$ cat config.mk
export PLATFORM = sky130hd
export DESIGN_NAME = drv_pwr_seq
export DESIGN_NICKNAME = d
export VERILOG_FILES = /design/src/rtl/drv_pwr_seq_pkg.sv /design/src/rtl/drv_pwr_fsm.sv /design/src/rtl/drv_pwr_seq.sv
export SDC_FILE = /design/constraint.sdc
export NUM_CORES = 2
export LEC_CHECK = 0
export ABC_AREA = 1
export BUFFER_PORTS_ARGS = -buffer_cell sky130_fd_sc_hd__buf_2
export CAP_MARGIN = 15
export CORE_MARGIN = 2
export CORE_UTILIZATION = 57
export CTS_CLUSTER_SIZE = 24
export DETAILED_ROUTE_END_ITERATION = 12
export PLACE_DENSITY = 0.7
export SYNTH_ARGS = -nofsm -noshare
export SYNTH_HDL_FRONTEND = slang
export SYNTH_SLANG_ARGS = --single-unit
export TNS_END_PERCENT = 50
$ cat constraint.sdc
create_clock -name SYSCLK -period 2.1 [get_ports SYSCLK]
set_input_delay 0.21 -clock SYSCLK [delete_from_list [all_inputs] [get_ports SYSCLK]]
set_output_delay 0.21 -clock SYSCLK [all_outputs]
set_load 0.005 [all_outputs]
$ cat src/rtl/drv_pwr_seq_pkg.sv
// rtl/drv_pwr_seq_pkg.sv - shared defaults and per-drive state encoding for the drive power sequencer
package drv_pwr_seq_pkg;

    localparam logic [17:0] STAGGER_CYC_DEF     = 18'd250000;
    localparam logic [17:0] PG_TIMEOUT_CYC_DEF  = 18'd250000;
    localparam logic [7:0]  PG_DEBOUNCE_CYC_DEF = 8'd100;

    typedef enum logic [2:0] {
        ST_OFF   = 3'd0,
        ST_WAIT  = 3'd1,
        ST_RAMP  = 3'd2,
        ST_ON    = 3'd3,
        ST_FAULT = 3'd4
    } drv_state_e;

endpackage

$ cat src/rtl/drv_pwr_fsm.sv
// rtl/drv_pwr_fsm.sv - one drive's power FSM with RAMP timeout timer and power-good debounce
module drv_pwr_fsm
    import drv_pwr_seq_pkg::*;
#(
    parameter logic [17:0] PG_TIMEOUT_CYC  = PG_TIMEOUT_CYC_DEF,
    parameter logic [7:0]  PG_DEBOUNCE_CYC = PG_DEBOUNCE_CYC_DEF
) (
    input  logic clk,
    input  logic rst_n,
    input  logic go,
    input  logic pg,
    input  logic present,
    input  logic grant,
    input  logic fault_clr,
    output logic req,
    output logic en,
    output logic ok,
    output logic fault
);

    drv_state_e  state;
    drv_state_e  state_nxt;
    logic [17:0] timer;
    logic [7:0]  deb_cnt;

    // Withdrawal beats faults, faults beat progress.
    always_comb begin
        state_nxt = state;
        case (state)
            ST_OFF: begin
                if (go) state_nxt = ST_WAIT;
            end
            ST_WAIT: begin
                if (!go)        state_nxt = ST_OFF;
                else if (grant) state_nxt = ST_RAMP;
            end
            ST_RAMP: begin
                if (!go)                                    state_nxt = ST_OFF;
                else if (timer == PG_TIMEOUT_CYC - 18'd1)   state_nxt = ST_FAULT;
                else if (pg && deb_cnt == PG_DEBOUNCE_CYC)  state_nxt = ST_ON;
            end
            ST_ON: begin
                if (!go)      state_nxt = ST_OFF;
                else if (!pg) state_nxt = ST_FAULT;
            end
            ST_FAULT: begin
                if (!present || fault_clr) state_nxt = ST_OFF;
            end
            default: state_nxt = ST_OFF;
        endcase
    end

    assign req = (state == ST_WAIT);

    always_ff @(posedge clk or negedge rst_n) begin
        if (!rst_n) begin
            state   <= ST_OFF;
            timer   <= '0;
            deb_cnt <= '0;
            en      <= 1'b0;
            ok      <= 1'b0;
            fault   <= 1'b0;
        end else begin
            state <= state_nxt;
            en    <= (state_nxt == ST_RAMP) || (state_nxt == ST_ON);
            ok    <= (state_nxt == ST_ON);
            fault <= (state_nxt == ST_FAULT);
            if (state != ST_RAMP) begin
                timer   <= '0;
                deb_cnt <= '0;
            end else begin
                if (timer != '1) timer <= timer + 18'd1;
                // deb_cnt holds the number of consecutive high samples seen so far
                if (!pg)                                deb_cnt <= '0;
                else if (deb_cnt != PG_DEBOUNCE_CYC)    deb_cnt <= deb_cnt + 8'd1;
            end
        end
    end

endmodule

$ cat src/rtl/drv_pwr_seq.sv
// rtl/drv_pwr_seq.sv - staggered per-drive power sequencer: input synchronizers, grant arbiter, per-drive FSMs
module drv_pwr_seq
    import drv_pwr_seq_pkg::*;
#(
    parameter int          NUM_DRV         = 24,
    parameter logic [17:0] STAGGER_CYC     = STAGGER_CYC_DEF,
    parameter logic [17:0] PG_TIMEOUT_CYC  = PG_TIMEOUT_CYC_DEF,
    parameter logic [7:0]  PG_DEBOUNCE_CYC = PG_DEBOUNCE_CYC_DEF
) (
    input  logic               SYSCLK,
    input  logic               RESET_N,
    input  logic               PWR_EN_REQ,
    input  logic [NUM_DRV-1:0] DRV_PRSNT_L,
    input  logic [NUM_DRV-1:0] DRV_PG,
    input  logic               FAULT_CLR,
    output logic [NUM_DRV-1:0] DRV_PWR_EN,
    output logic [NUM_DRV-1:0] DRV_PWROK,
    output logic [NUM_DRV-1:0] DRV_FAULT
);

    logic [NUM_DRV-1:0] prsnt_l_meta;
    logic [NUM_DRV-1:0] prsnt_l_sync;
    logic [NUM_DRV-1:0] pg_meta;
    logic [NUM_DRV-1:0] pg_sync;
    logic [NUM_DRV-1:0] present;
    logic [NUM_DRV-1:0] go;
    logic [NUM_DRV-1:0] req;
    logic [NUM_DRV-1:0] grant;
    logic [17:0]        gap_cnt;

    always_ff @(posedge SYSCLK or negedge RESET_N) begin
        if (!RESET_N) begin
            prsnt_l_meta <= '0;
            prsnt_l_sync <= '0;
            pg_meta      <= '0;
            pg_sync      <= '0;
        end else begin
            prsnt_l_meta <= DRV_PRSNT_L;
            prsnt_l_sync <= prsnt_l_meta;
            pg_meta      <= DRV_PG;
            pg_sync      <= pg_meta;
        end
    end

    assign present = ~prsnt_l_sync;
    assign go      = present & {NUM_DRV{PWR_EN_REQ}};

    // Lowest-index requester wins; the gap counter enforces inrush spacing.
    assign grant = (gap_cnt == '0) ? (req & (~req + NUM_DRV'(1))) : '0;

    always_ff @(posedge SYSCLK or negedge RESET_N) begin
        if (!RESET_N)             gap_cnt <= '0;
        else if (|grant)          gap_cnt <= STAGGER_CYC - 18'd1;
        else if (gap_cnt != '0)   gap_cnt <= gap_cnt - 18'd1;
    end

    for (genvar i = 0; i < NUM_DRV; i++) begin : g_drv
        drv_pwr_fsm #(
            .PG_TIMEOUT_CYC (PG_TIMEOUT_CYC),
            .PG_DEBOUNCE_CYC(PG_DEBOUNCE_CYC)
        ) u_fsm (
            .clk      (SYSCLK),
            .rst_n    (RESET_N),
            .go       (go[i]),
            .pg       (pg_sync[i]),
            .present  (present[i]),
            .grant    (grant[i]),
            .fault_clr(FAULT_CLR),
            .req      (req[i]),
            .en       (DRV_PWR_EN[i]),
            .ok       (DRV_PWROK[i]),
            .fault    (DRV_FAULT[i])
        );
    end

endmodule

Word level (Yosys, flattened, before mapping). Index checks and enable logic that the tools add are counted.

Register bits: 882. Output and inout port bits: 72. Word-level logic and storage cells: 1026. Input port bits: 52.

Add/subtract/negate cells: 50. Bitwise gates (word level): 4. Equality and inequality tests: 312. Multiplexer cells: 363. Reduce and logical (&&, ||, !) cells: 148.

Operators with widths (number): 18-bit 2-to-1 mux (50); 3-bit 2-to-1 mux (216); 8-bit 2-to-1 mux (72); 18-bit by 1-bit adder with 18-bit output (second input constant) (24); 18-bit == test (second input constant) (24); 18-bit inequality test (second input constant) (24); 3-bit case mux with 5 select lines (24); 3-bit by 2-bit == test with 1-bit output (second input constant) (96); 8-bit by 1-bit adder with 8-bit output (second input constant) (24); 8-bit by 7-bit == test with 1-bit output (second input constant) (24); 8-bit by 7-bit inequality test with 1-bit output (second input constant) (24); 3-bit == test (second input constant) (48); 3-bit by 1-bit == test with 1-bit output (second input constant) (24); 3-bit zero test (24); 3-bit by 1-bit inequality test with 1-bit output (second input constant) (24); 3-bit by 2-bit inequality test with 1-bit output (second input constant) (24); 2-bit nonzero test (25); 24-bit AND (2); 1-bit logical OR (48); 24-bit NOT (2); 24-bit by 1-bit adder with 24-bit output (second input constant) (1); 1-bit logical AND (24); 1-bit zero test (24); 24-bit 2-to-1 mux (1); 4 further kinds (4).

Depth between registers and ports, before layout.
Depth after elaboration: 10. Mapped depth: 14. Depth with buffers taken out: 14.

Cells and area by module. A second synthesis with hierarchy kept.

Cells, all modules: 6536. Area total of the unflattened synthesis: 49337.3 um^2.

By module, submodules not included: drv_pwr_fsm (seq. area each 800.8 um^2, times used 24, area each 1873.0 um^2, cells an instance 254); drv_pwr_seq (seq. area each 2852.7 um^2, times used 1, area each 4384.2 um^2, cells an instance 440).

Worst setup path before layout. No wires, ideal clock.

Kind: register to register. Start point: register gap_cnt[0]. End point: register g_drv[21].u_fsm.ok. Library setup time: 125 ps. Slack: 319 ps. Path buffers: 0. Arrival time: 1655 ps. Clock period less this slack: 1781 ps. Data required time: 1975 ps. Stages on the path, launching flop included: 12. Cells stage by stage: dfrtp_1 inv_1 ha_1 nand2_2 nor2_4 nand3_4 nor2_8 nand4_4 nand2_1 nand2_1 nand3_1 a21oi_2.

Word-level cells in the longest chain between the ends: 6.

RTL lines: from (decl) (line drv_pwr_seq.sv:29) `logic [17:0] gap_cnt;`; from (signal assigned) (line drv_pwr_seq.sv:53) `else if (|grant) gap_cnt <= STAGGER_CYC - 18'd1;`; from (signal assigned) (line drv_pwr_seq.sv:54) `else if (gap_cnt != '0) gap_cnt <= gap_cnt - 18'd1;`; 18-bit zero test (line drv_pwr_seq.sv:49) `assign grant = (gap_cnt == '0) ? (req & (~req + NUM_DRV'(1))) : '0;`; 24-bit 2-to-1 mux (line drv_pwr_seq.sv:49); 3-bit 2-to-1 mux (line drv_pwr_fsm.sv:35) `else if (grant) state_nxt = ST_RAMP;`; 3-bit 2-to-1 mux (line drv_pwr_fsm.sv:34) `if (!go) state_nxt = ST_OFF;`; 3-bit case mux with 5 select lines (line drv_pwr_fsm.sv:29) `case (state)`; 3-bit by 2-bit == test with 1-bit output (line drv_pwr_fsm.sv:66) `ok <= (state_nxt == ST_ON);`; to (signal assigned) (line drv_pwr_fsm.sv:66); to (decl) (line drv_pwr_fsm.sv:17) `output logic ok,`.

No other way between the ends. A chain may end at the register's enable or synchronous reset.

Final worst setup path.
Start point: register gap_cnt[7]. End point: register g_drv[17].u_fsm.state[0].

Word-level cells in the longest chain between the ends: 5.

RTL lines: 18-bit zero test (line drv_pwr_seq.sv:49); 24-bit 2-to-1 mux (line drv_pwr_seq.sv:49); 3-bit 2-to-1 mux (line drv_pwr_fsm.sv:35); 3-bit 2-to-1 mux (line drv_pwr_fsm.sv:34); 3-bit case mux with 5 select lines (line drv_pwr_fsm.sv:29); via g_drv[17].u_fsm.state_nxt[0] (line drv_pwr_fsm.sv:22) `drv_state_e state_nxt;`; to (signal assigned) (line drv_pwr_fsm.sv:64) `state <= state_nxt;`; to (decl) (line drv_pwr_fsm.sv:21) `drv_state_e state;`.

The timed path passes the listed nets, and every way through them passes these cells.

==> results.md <==
- DRC viols: 0
- Initial antenna violation count: 1
- CTS Buf Count: between 90 and 100
- Register area share after synthesis: 0.483
- Sequential Power Share: 0.480
- Post-synth EDFFs: 0
- Global Route Usage Sum: 0.264
- Final Max Tran Viols: 0
- Minimum clock period: ~2.0 ns
- Int Power: 28.4 mW
- Max-slew headroom: 0.424
- Critical Path Source: gap_cnt[7]
- FF-to-FF Start: gap_cnt[7]
- Reg2reg setup slack: between 0.1 and 0.15 ns
- Max cap viols: 0
- Primary FF master, synth: dfrtp_1
- Post-synthesis cell count: between 5000 and 6000
- Clock skew after layout: approximately 0.022 ns
- ANT cells: 0
- Deepest clock path buffer count: 3
- Pwr/cell area: just under 700 nW/um^2
- Ports: 124
- Crit path buf inv count: 2
- TritonCTS clock tree: yes
- Clock share of power: 0.477
- Startpoint types: flop
- Core area: 79100 sq um
- DR vias: between 30000 and 40000
- Post-route ant nets: 0
- Initial core utilization: 0.578
- Largest net degree at the start of global routing: between 80 and 90
- FF-to-FF path depth: 11
- Worst-path cell chain: nor2_2 -> nand2_2 -> nor2_4 -> nand3_4 -> nor2_8 -> buf_6 -> nand3_4 -> inv_1 -> o21ai_0 -> nand3_1 -> nand2_1
- Most frequent cell on the critical path: nand3_4
- Final WL: around 110000 um
- Tightest Pin Transition: around 0.85 ns
- Max Clock Freq: ~500 MHz
- Top cell type's share of synthesized area: 0.483
- CP Capture Type: flop
- CP max-delay cell: dfrtp_1
- Net Switching: slightly above 8 mW
- Filler instances: about 6500
- Global-route wire length before repair: between 150000 and 200000 um
- Synth Warn #: 0
- Combinational share of power: 0.043
- Area of the multi-input gates: roughly 20000 sq um
- Pre-antenna DRT Iters: 6
- I/O Buffers: 123
- Final setup viols: 0
- Hold Path Class: input port to asynchronous set/reset pin
- Clock Latency Late Sink: 0.65 ns
- DR vias/cell: between 5 and 6
- Register area: around 22000 sq um
- Cell with the most instances after synthesis: nand2_1
- Remaining global-route overflow: 0
- Register bit count reported by yosys: between 800 and 900
- Crit Path Category: flop to flop
- Area grow syn2layout: 15.1%
- DP HPWL: a little under 80000 um
- Ratio of cells with drive above 1 in the final layout: 0.110
- Yosys top cell by area: dfrtp_1
- Final Hold Fails: 0
- Die Footprint: around 82000 sq um
- Routability cong.: between 0.9 and 1
- Mapped Area: between 40000 and 50000 sq um
- Crit path DAT: roughly 2.5 ns
- Synth cell count leaders: nand2_1 (923), dfrtp_1 (882), inv_1 (868), nor2_1 (607), nand3_1 (432)
- Worst IR Drop VDD: between 0.8 and 0.9 mV
- Switching portion of total power: 0.223
- Setup TNS: 0 ns
- CP required: around 2.6 ns
- Root Buffer: clkbuf_16
- Die X: between 200 and 300 um
- Nets: 6146
- H-Tree Depth: 3
- CP delay by family, top: simple AND/OR/NAND/NOR gates
- RSZ-0062 raised after global routing: true
- Max incr delay on CP: 0.39 ns
- Worst Setup EP: g_drv[17].u_fsm.state[0]
- Clk sink count: a little under 900
- Asr flop ratio synth: 1.00
- Outcome: finished clean
- Mapped Nets: 5804
- Tcrit/Tclk final: 0.952
- DRT iter0 DRCs: approximately 3000
- Row Count: about 100
- Non-filler cells, final: approximately 7200
- Crit-path max FO: 6
- WL/cell: approximately 15 um
- CTS clk-pin slew, worst paths: 0.06 ns
- P_leak: ~24 nW
- Largest cells by area after synthesis: dfrtp_1 (48%), nand2_1 (7.6%), inv_1 (7.1%)
- Crit path depth: 11
- Dpl cells: slightly below 7000
- Vias in the first global route: approximately 37000
- Reg2reg end: g_drv[17].u_fsm.state[0]
- Post-synth cell types: between 60 and 70
- Mapped Avg Cell Area: ~8 sq um
- Die height: around 290 um
power by group through the flow:
stage / registers, mW / logic [mW] / clock network [mW]
global placement: 17.8 / 1.44 / 0
finish: 17.5 / 1.58 / 17.4
global route: 17.5 / 1.80 / 18.6
detailed placement: 17.8 / 1.44 / 0
floorplan: 17.8 / 0.684 / 0
CTS: 17.5 / 1.53 / 17.8
worst register-to-register path, cell delays in order (launching register included):
cell	delay, ns
dfrtp_1	0.39
nor2_2	0.16
nand2_2	0.09
nor2_4	0.15
nand3_4	0.18
nor2_8	0.25
buf_6	0.15
nand3_4	0.12
inv_1	0.09
o21ai_0	0.08
nand3_1	0.12
nand2_1	0.07
routing by layer:
metal  vias to the layer above  share of wire  GRT usage
met1                     18500           0.46      0.375
met2                      1028           0.46      0.422
met4                         0          0.029     0.0820
met5                         -              0          0
met3                       200          0.051     0.0363
li1                      19700              -          -
worst min path at each step:
stage / cells past startpoint / end / startpoint / slack (ns)
5_1_grt: 2 / pg_sync[8] / RESET_N / 0.11
3_3_place_gp: 1 / pg_sync[8] / RESET_N / 0.18
2_1_floorplan: 0 / g_drv[0].u_fsm.deb_cnt[0] / RESET_N / -0.09
4_1_cts: 2 / pg_sync[8] / RESET_N / 0.09
3_5_place_dp: 1 / pg_sync[8] / RESET_N / 0.17
6_report: 2 / pg_sync[8] / RESET_N / 0.11
layout by cell type (no fill, tap or decap), drive strengths merged, types with 15 or more instances in the layout:
master       instances
nand2              944
inv                892
dfrtp              882
nor2               634
nand3              444
o21ai              388
nor3               338
buf                309
a21oi              278
nand4              181
clkbuf             134
nor4               114
xor2                85
ha                  73
a31oi               70
dlygate4sd3         49
a211oi              45
o311ai              30
xnor2               28
clkinv              24
nor3b               20
or2                 17
o211a               15
flip-flops by register name (all words and copies together) (netlist names):
signal and flops:
prsnt_l_sync 24, g_drv.u_fsm.ok 24, gap_cnt 18, pg_meta 24, g_drv.u_fsm.timer 432, prsnt_l_meta 24
g_drv.u_fsm.en 24, g_drv.u_fsm.state 72, g_drv.u_fsm.deb_cnt 192, pg_sync 24, g_drv.u_fsm.fault 24
final cells by class:
type                            count  share of cell area
Tap cell                         1050              0.0250
Clock inverter                     41             0.00958
Timing Repair Buffer              358              0.0519
Sequential cell                   882               0.420
Multi-Input combinational cell   3794               0.377
Clock buffer                      134              0.0533
Inverter                          891              0.0636
timing repair:
item	4_1_cts	5_1_grt
pin swaps	1	14
setup endpoints to repair	6	73
resized for setup	2	58
hold buffers	49	0
hold endpoints to repair	654	0
cloned	0	2
buffers inserted	2	15
stage by stage:
stage / setup WS (ns) / hold slack (ns) / util / area, sq um / total power [mW]
CTS: 0.00325 / 0.0922 / 0.660 / 52200 / 36.9
detailed placement: -0.0301 / 0.172 / 0.612 / 48400 / 19.3
global route: -0.0515 / 0.111 / 0.665 / 52600 / 37.9
global placement: 0.0287 / 0.180 / 0.612 / 48400 / 19.2
floorplan: 0.319 / -0.0856 / - / 45700 / 18.4
finish: 0.102 / 0.107 / 0.665 / 52600 / 36.5
logic make-up after synthesis:
kind of cell | after synthesis | synth area share
AOI/OAI and AO/OA | 891 | 0.111
xor gates and xnor gates | 113 | 0.0217
adders and majority gates | 73 | 0.0200
buffers and inverters | 1005 | 0.0887
DFF | 882 | 0.483
and+or+nand+nor | 2715 | 0.276
Note: power is estimated with default switching activity, not from simulation.
